## config.mk

```make
export PLATFORM = sky130hd
export DESIGN_NAME = slot_select_ctrl
export DESIGN_NICKNAME = d
export VERILOG_FILES = /design/src/rtl/slot_select_ctrl_pkg.sv /design/src/rtl/slot_select_ctrl_rise_detect.sv /design/src/rtl/slot_select_ctrl.sv
export SDC_FILE = /design/constraint.sdc
export NUM_CORES = 1
export LEC_CHECK = 0
export ABC_AREA = 1
export BUFFER_PORTS_ARGS = -buffer_cell sky130_fd_sc_hd__buf_2
export CAP_MARGIN = 25
export CORE_MARGIN = 3
export CORE_UTILIZATION = 45
export DETAILED_ROUTE_END_ITERATION = 10
export PLACE_DENSITY = 0.75
export SETUP_SLACK_MARGIN = 0.3
export SKIP_CTS_REPAIR_TIMING = 1
export SYNTH_ARGS = -nofsm -noshare
export SYNTH_HDL_FRONTEND = slang
export SYNTH_SLANG_ARGS = --single-unit
```

## constraint.sdc

```tcl
create_clock -name clk -period 4.5 [get_ports clk]
set_input_delay 0.9 -clock clk [delete_from_list [all_inputs] [get_ports clk]]
set_output_delay 0.9 -clock clk [all_outputs]
set_load 0.01 [all_outputs]
```

## src/rtl/slot_select_ctrl_pkg.sv

```systemverilog
// Shared types and constants for the vending slot-selection controller.
package slot_select_ctrl_pkg;

    typedef enum logic [1:0] {
        ST_IDLE   = 2'd0,
        ST_BROWSE = 2'd1,
        ST_HOLD   = 2'd2,
        ST_VEND   = 2'd3
    } state_t;

    localparam int unsigned DEFAULT_SLOT = 0;

    // Index width for n items, never less than one bit.
    function automatic int unsigned clog2_min1(input int unsigned n);
        return (n > 1) ? $clog2(n) : 1;
    endfunction

endpackage

```

## src/rtl/slot_select_ctrl_rise_detect.sv

```systemverilog
// Registered rising-edge detector; rise_c is high in the cycle d first reads 1.
module slot_select_ctrl_rise_detect (
    input  logic clk,
    input  logic rst,
    input  logic d,
    output logic rise_c
);

    logic d_q;

    always_ff @(posedge clk or posedge rst) begin
        if (rst) begin
            d_q <= 1'b0;
        end else begin
            d_q <= d;
        end
    end

    assign rise_c = d & ~d_q;

endmodule

```

## src/rtl/slot_select_ctrl.sv

```systemverilog
// Slot inquiry and purchase-selection controller: browses slots, reports stock,
// and holds a purchase request to payment until done, abort, cancel or timeout.
module slot_select_ctrl
    import slot_select_ctrl_pkg::*;
#(
    parameter  int unsigned N_SLOTS     = 8,
    parameter  int unsigned STOCK_W     = 4,
    parameter  int unsigned TIMEOUT_CYC = 1000,
    localparam int unsigned SLOT_W      = clog2_min1(N_SLOTS)
) (
    input  logic                       clk,
    input  logic                       rst,
    input  logic                       browse_en,
    input  logic [SLOT_W-1:0]          slot_in,
    input  logic                       confirm,
    input  logic                       cancel,
    input  logic [N_SLOTS*STOCK_W-1:0] stock_in,
    input  logic                       pay_done,
    input  logic                       pay_abort,
    output logic [SLOT_W-1:0]          view_slot,
    output logic [STOCK_W-1:0]         view_stock,
    output logic                       sold_out,
    output logic [SLOT_W-1:0]          buy_slot,
    output logic                       buy_req,
    output logic                       vend_pulse,
    output logic                       err_pulse,
    output logic                       timeout
);

    localparam int unsigned CNT_W = $clog2(TIMEOUT_CYC + 1);

    state_t              state;
    state_t              state_nxt;
    logic [SLOT_W-1:0]   view_slot_nxt;
    logic [SLOT_W-1:0]   buy_slot_nxt;
    logic                buy_req_nxt;
    logic                vend_pulse_nxt;
    logic                err_pulse_nxt;
    logic                timeout_nxt;
    logic [CNT_W-1:0]    cnt;
    logic [CNT_W-1:0]    cnt_nxt;
    logic                confirm_rise;
    logic                slot_ok;

    slot_select_ctrl_rise_detect u_confirm_rise (
        .clk    (clk),
        .rst    (rst),
        .d      (confirm),
        .rise_c (confirm_rise)
    );

    // Stock of the browsed slot, valid in every state.
    always_comb begin
        view_stock = '0;
        for (int k = 0; k < int'(N_SLOTS); k++) begin
            if (view_slot == SLOT_W'(k)) begin
                view_stock = stock_in[k*STOCK_W +: STOCK_W];
            end
        end
    end

    assign sold_out = (view_stock == '0);
    assign slot_ok  = (32'(slot_in) < N_SLOTS);

    always_ff @(posedge clk or posedge rst) begin
        if (rst) begin
            state      <= ST_IDLE;
            view_slot  <= SLOT_W'(DEFAULT_SLOT);
            buy_slot   <= SLOT_W'(DEFAULT_SLOT);
            buy_req    <= 1'b0;
            vend_pulse <= 1'b0;
            err_pulse  <= 1'b0;
            timeout    <= 1'b0;
            cnt        <= '0;
        end else begin
            state      <= state_nxt;
            view_slot  <= view_slot_nxt;
            buy_slot   <= buy_slot_nxt;
            buy_req    <= buy_req_nxt;
            vend_pulse <= vend_pulse_nxt;
            err_pulse  <= err_pulse_nxt;
            timeout    <= timeout_nxt;
            cnt        <= cnt_nxt;
        end
    end

    // Next state and next values of all registered outputs.
    always_comb begin
        state_nxt      = state;
        view_slot_nxt  = view_slot;
        buy_slot_nxt   = buy_slot;
        buy_req_nxt    = 1'b0;
        vend_pulse_nxt = 1'b0;
        err_pulse_nxt  = 1'b0;
        timeout_nxt    = 1'b0;
        cnt_nxt        = '0;

        case (state)
            ST_IDLE: begin
                if (browse_en) begin
                    state_nxt = ST_BROWSE;
                end
            end

            ST_BROWSE: begin
                if (slot_ok) begin
                    view_slot_nxt = slot_in;
                end
                // Leaving browse wins over a confirm in the same cycle.
                if (!browse_en) begin
                    state_nxt = ST_IDLE;
                end else if (confirm_rise) begin
                    if (sold_out) begin
                        err_pulse_nxt = 1'b1;
                    end else begin
                        state_nxt    = ST_HOLD;
                        buy_slot_nxt = view_slot;
                        buy_req_nxt  = 1'b1;
                    end
                end
            end

            ST_HOLD: begin
                buy_req_nxt = 1'b1;
                cnt_nxt     = cnt + CNT_W'(1);
                if (pay_done) begin
                    state_nxt      = ST_VEND;
                    buy_req_nxt    = 1'b0;
                    vend_pulse_nxt = 1'b1;
                    cnt_nxt        = '0;
                end else if (pay_abort || cancel) begin
                    state_nxt   = ST_IDLE;
                    buy_req_nxt = 1'b0;
                    cnt_nxt     = '0;
                end else if (cnt == CNT_W'(TIMEOUT_CYC - 1)) begin
                    state_nxt   = ST_IDLE;
                    buy_req_nxt = 1'b0;
                    timeout_nxt = 1'b1;
                    cnt_nxt     = '0;
                end
            end

            ST_VEND: begin
                state_nxt = ST_IDLE;
            end

            default: begin
                state_nxt = ST_IDLE;
            end
        endcase
    end

endmodule

```

==> parameters.txt <==
Parameter                              Value

GRT
  Overflow after GRT    0
  First-pass GRT wire length    4988 um
  Number of global-route vias before repair    1192
  Antenna violations before repair    0
  Global-route usage over all layers    17.23%
  Largest net degree at the start of global routing    24

Synthesis
  Number of cells produced by synthesis    180
  Biggest area consumer among synthesized cells    sky130_fd_sc_hd__dfrtp_1
  Mean area per synthesized cell    7.757 um^2
  Top cell type's share of synthesized area    41.22%
  Synth Register Bits    23
  Number of distinct standard cells referenced by the synthesized netlist    25
  Synthesis warning total    0
  Mapped Nets    227
  Top area cells in the synthesized netlist    sky130_fd_sc_hd__dfrtp_1 41%, sky130_fd_sc_hd__nand2_1 9.4%, sky130_fd_sc_hd__nand4_1 9.0%
  Sequential element share of the synthesized area    41.22%
  Netlist area before placement    1396 um^2

Die
  Cell Rows    19
  Die height    61.71 um
  Die extent in x    61.71 um
  I/O pin cnt    57
  Full die area    3808 um^2
  Core region area    2853 um^2
  Starting density of the core    48.95%

Setup path
  Peak fanout along the critical path    13
  Launch point of the worst reg-to-reg path    view_slot[1]
  Cell depth of the worst flop-to-flop path    11
  Critical path launch point    view_slot[1]
  Worst path required time    3600 ps
  Reg2reg end    state[0]
  Critical path data arrival time    2020 ps
  Classification of the worst setup path    flip-flop to output port
  Kind of start point of the critical path    flip-flop
  Register-to-register path setup slack    2550 ps
  Kind of end point of the critical path    output port
  Endpoint of the worst setup timing path    sold_out

Placement
  Final GP Congestion    0.8623
  DP HPWL    2574 um
  Count of buffers inserted at the top-level ports    56
  Number of cells in the design after placement    264

Timing
  Minimum clock period after layout    2923 ps
  Fin Clk Skew    6.015 ps
  Fraction of the cycle the final worst path needs    64.96%
  Number of setup violations in the final report    0
  Highest clock rate    342.1 MHz
  Fin Setup TNS    0 ps
  Slew headroom    43.23%
  Count of final hold-check violations    0
  Unrepaired setup endpoints after global routing    no
  Final hold slack    443.5 ps
  Slew of the pin with the lowest slew margin    850.6 ps
  Fin. max-slew vios    0

Detailed routing
  1st-pass router iterations    4
  Detailed-route DRC error count    0
  DR vias    1392
  Antenna Nets Post-Route    0
  DRT iter0 DRCs    91
  Routed WL per cell    11.90 um
  Detail-routed via count per cell    5.194
  Final WL    3188 um

Finish
  Filler Cell Count    261
  Net count reported at finish    285
  Area taken by multi-input logic gates    690.7 um^2
  Post-synthesis to final-layout area growth    22.31%
  Area taken by flip-flops and latches    575.6 um^2
  Diode insertion count for antenna repair    0
  Share of post-route cells with drive strength above 1    30.38%
  Final cell count without fillers    268

Clock network
  Clock buffer depth    2
  Clock latency on the worst-skew pair    310 ps
  TritonCTS clock tree    yes
  TritonCTS buffer count    3
  Clock transition at the register clock pins on the worst setup and hold paths after CTS    120 ps
  Deepest level of the CTS H-tree    1
  Total clock sinks    23
  Clock root buffer    sky130_fd_sc_hd__clkbuf_4

Status
  Result of the run    complete, no violations

Power
  Areal power density over the cells    488.5 nW/um^2
  Lkg Pwr    0.9003 nW
  Maximum VDD drop    0.3146 mV

Run
  Max-capacitance violation count    0

Worst hold path
  Class of the tightest hold or removal check    flip-flop to flip-flop
flip-flops by register name, indices dropped and copies added, names as in the netlist:
signal and count:
buy_req 1, buy_slot 3, cnt 10, err_pulse 1
state 2, timeout 1, u_confirm_rise.d_q 1, vend_pulse 1
view_slot 3
through the flow:
step | power (mW) | utilization [%] | setup slack (ps) | cell area (um^2)
2_1_floorplan | 0.6170 | - | 1919 | 1396
3_3_place_gp | 0.7342 | 58.95 | 1751 | 1682
3_5_place_dp | 0.7449 | 58.95 | 1742 | 1682
4_1_cts | 0.8409 | 59.87 | 1585 | 1708
5_1_grt | 0.9160 | 59.87 | 1301 | 1708
6_report | 0.8343 | 59.87 | 1577 | 1708
routing by layer:
metal / GRT usage (%) / vias to the layer above / wire length, um
li1: - / 719 / -
met1: 23.33 / 627 / 1516
met2: 27.50 / 44 / 1401
met3: 4.752 / 2 / 253
met4: 4.242 / 0 / 16
met5: 0 / - / 0
cells in the mapped netlist:
cell / n
sky130_fd_sc_hd__nor4_1: 3
sky130_fd_sc_hd__nor2_1: 20
sky130_fd_sc_hd__nand3_4: 1
sky130_fd_sc_hd__nand4_2: 1
sky130_fd_sc_hd__a21boi_1: 1
sky130_fd_sc_hd__a21oi_1: 5
sky130_fd_sc_hd__nand2_4: 1
sky130_fd_sc_hd__dfrtp_1: 23
sky130_fd_sc_hd__nor2_2: 3
sky130_fd_sc_hd__inv_1: 22
sky130_fd_sc_hd__o21ai_1: 3
sky130_fd_sc_hd__inv_4: 1
sky130_fd_sc_hd__nand4_1: 20
sky130_fd_sc_hd__ha_1: 5
sky130_fd_sc_hd__and3_1: 1
sky130_fd_sc_hd__xor2_1: 2
sky130_fd_sc_hd__and2_1: 1
sky130_fd_sc_hd__nand3_1: 11
sky130_fd_sc_hd__nand2_2: 2
sky130_fd_sc_hd__nor3_1: 6
sky130_fd_sc_hd__or2_2: 2
sky130_fd_sc_hd__buf_6: 3
sky130_fd_sc_hd__inv_2: 2
sky130_fd_sc_hd__nand2_1: 35
sky130_fd_sc_hd__o21ai_0: 6
critical path, cell delays in order (launching register included):
cell and delay [ps]:
sky130_fd_sc_hd__dfrtp_1 620, sky130_fd_sc_hd__inv_2 130, sky130_fd_sc_hd__nor3_1 400, sky130_fd_sc_hd__nand2_1 100, sky130_fd_sc_hd__nand4_1 140, sky130_fd_sc_hd__nor2_2 60, sky130_fd_sc_hd__nand2_4 80, sky130_fd_sc_hd__inv_1 40
sky130_fd_sc_hd__buf_2 130
how the worst min path moves through the flow:
stage                        from  cells past startpoint  slack, ps         to
6_report       u_confirm_rise.d_q                      1        440  err_pulse
2_1_floorplan  u_confirm_rise.d_q                      1        410  err_pulse
3_5_place_dp   u_confirm_rise.d_q                      1        420  err_pulse
3_3_place_gp   u_confirm_rise.d_q                      1        430  err_pulse
5_1_grt        u_confirm_rise.d_q                      1        470  err_pulse
4_1_cts        u_confirm_rise.d_q                      1        440  err_pulse
cell usage in the layout, fill, tap and decap left out, types with 2 or more instances in the layout:
cell / count
sky130_fd_sc_hd__dfrtp_1: 23
sky130_fd_sc_hd__inv_1: 22
sky130_fd_sc_hd__nand2_1: 35
sky130_fd_sc_hd__inv_2: 2
sky130_fd_sc_hd__o21ai_1: 3
sky130_fd_sc_hd__nor3_1: 6
sky130_fd_sc_hd__xor2_1: 2
sky130_fd_sc_hd__or2_2: 2
sky130_fd_sc_hd__nor4_1: 3
sky130_fd_sc_hd__o21ai_0: 6
sky130_fd_sc_hd__ha_1: 5
sky130_fd_sc_hd__buf_2: 56
sky130_fd_sc_hd__nand2_2: 2
sky130_fd_sc_hd__nand3_1: 11
sky130_fd_sc_hd__clkbuf_4: 3
sky130_fd_sc_hd__nand4_1: 20
sky130_fd_sc_hd__nor2_1: 20
sky130_fd_sc_hd__a21oi_1: 5
sky130_fd_sc_hd__nor2_2: 3
final cells by class:
type	instances	area share, %
Multi-Input combinational cell	129	40.44
Sequential cell	23	33.70
Timing Repair Buffer	56	16.41
Inverter	25	5.641
Tap cell	31	2.271
Clock buffer	4	1.538
logic make-up (layout without fill, tap and decap cells):
group,Yosys count,in the layout,synth area share (%)
AOI/OAI and AO/OA,15,15,5.555
xor gates and xnor gates,2,2,1.255
adders and majority gates,5,5,4.480
buffers and inverters,28,85,9.319
DFF,23,23,41.22
and+or+nand+nor,107,107,38.17
report_power, final:
part | switching [mW] | internal [mW]
Clock | 0.0610 | 0.0346
Sequential | 0.0487 | 0.242
Combinational | 0.281 | 0.166
Power figures use the tool's default switching activity.
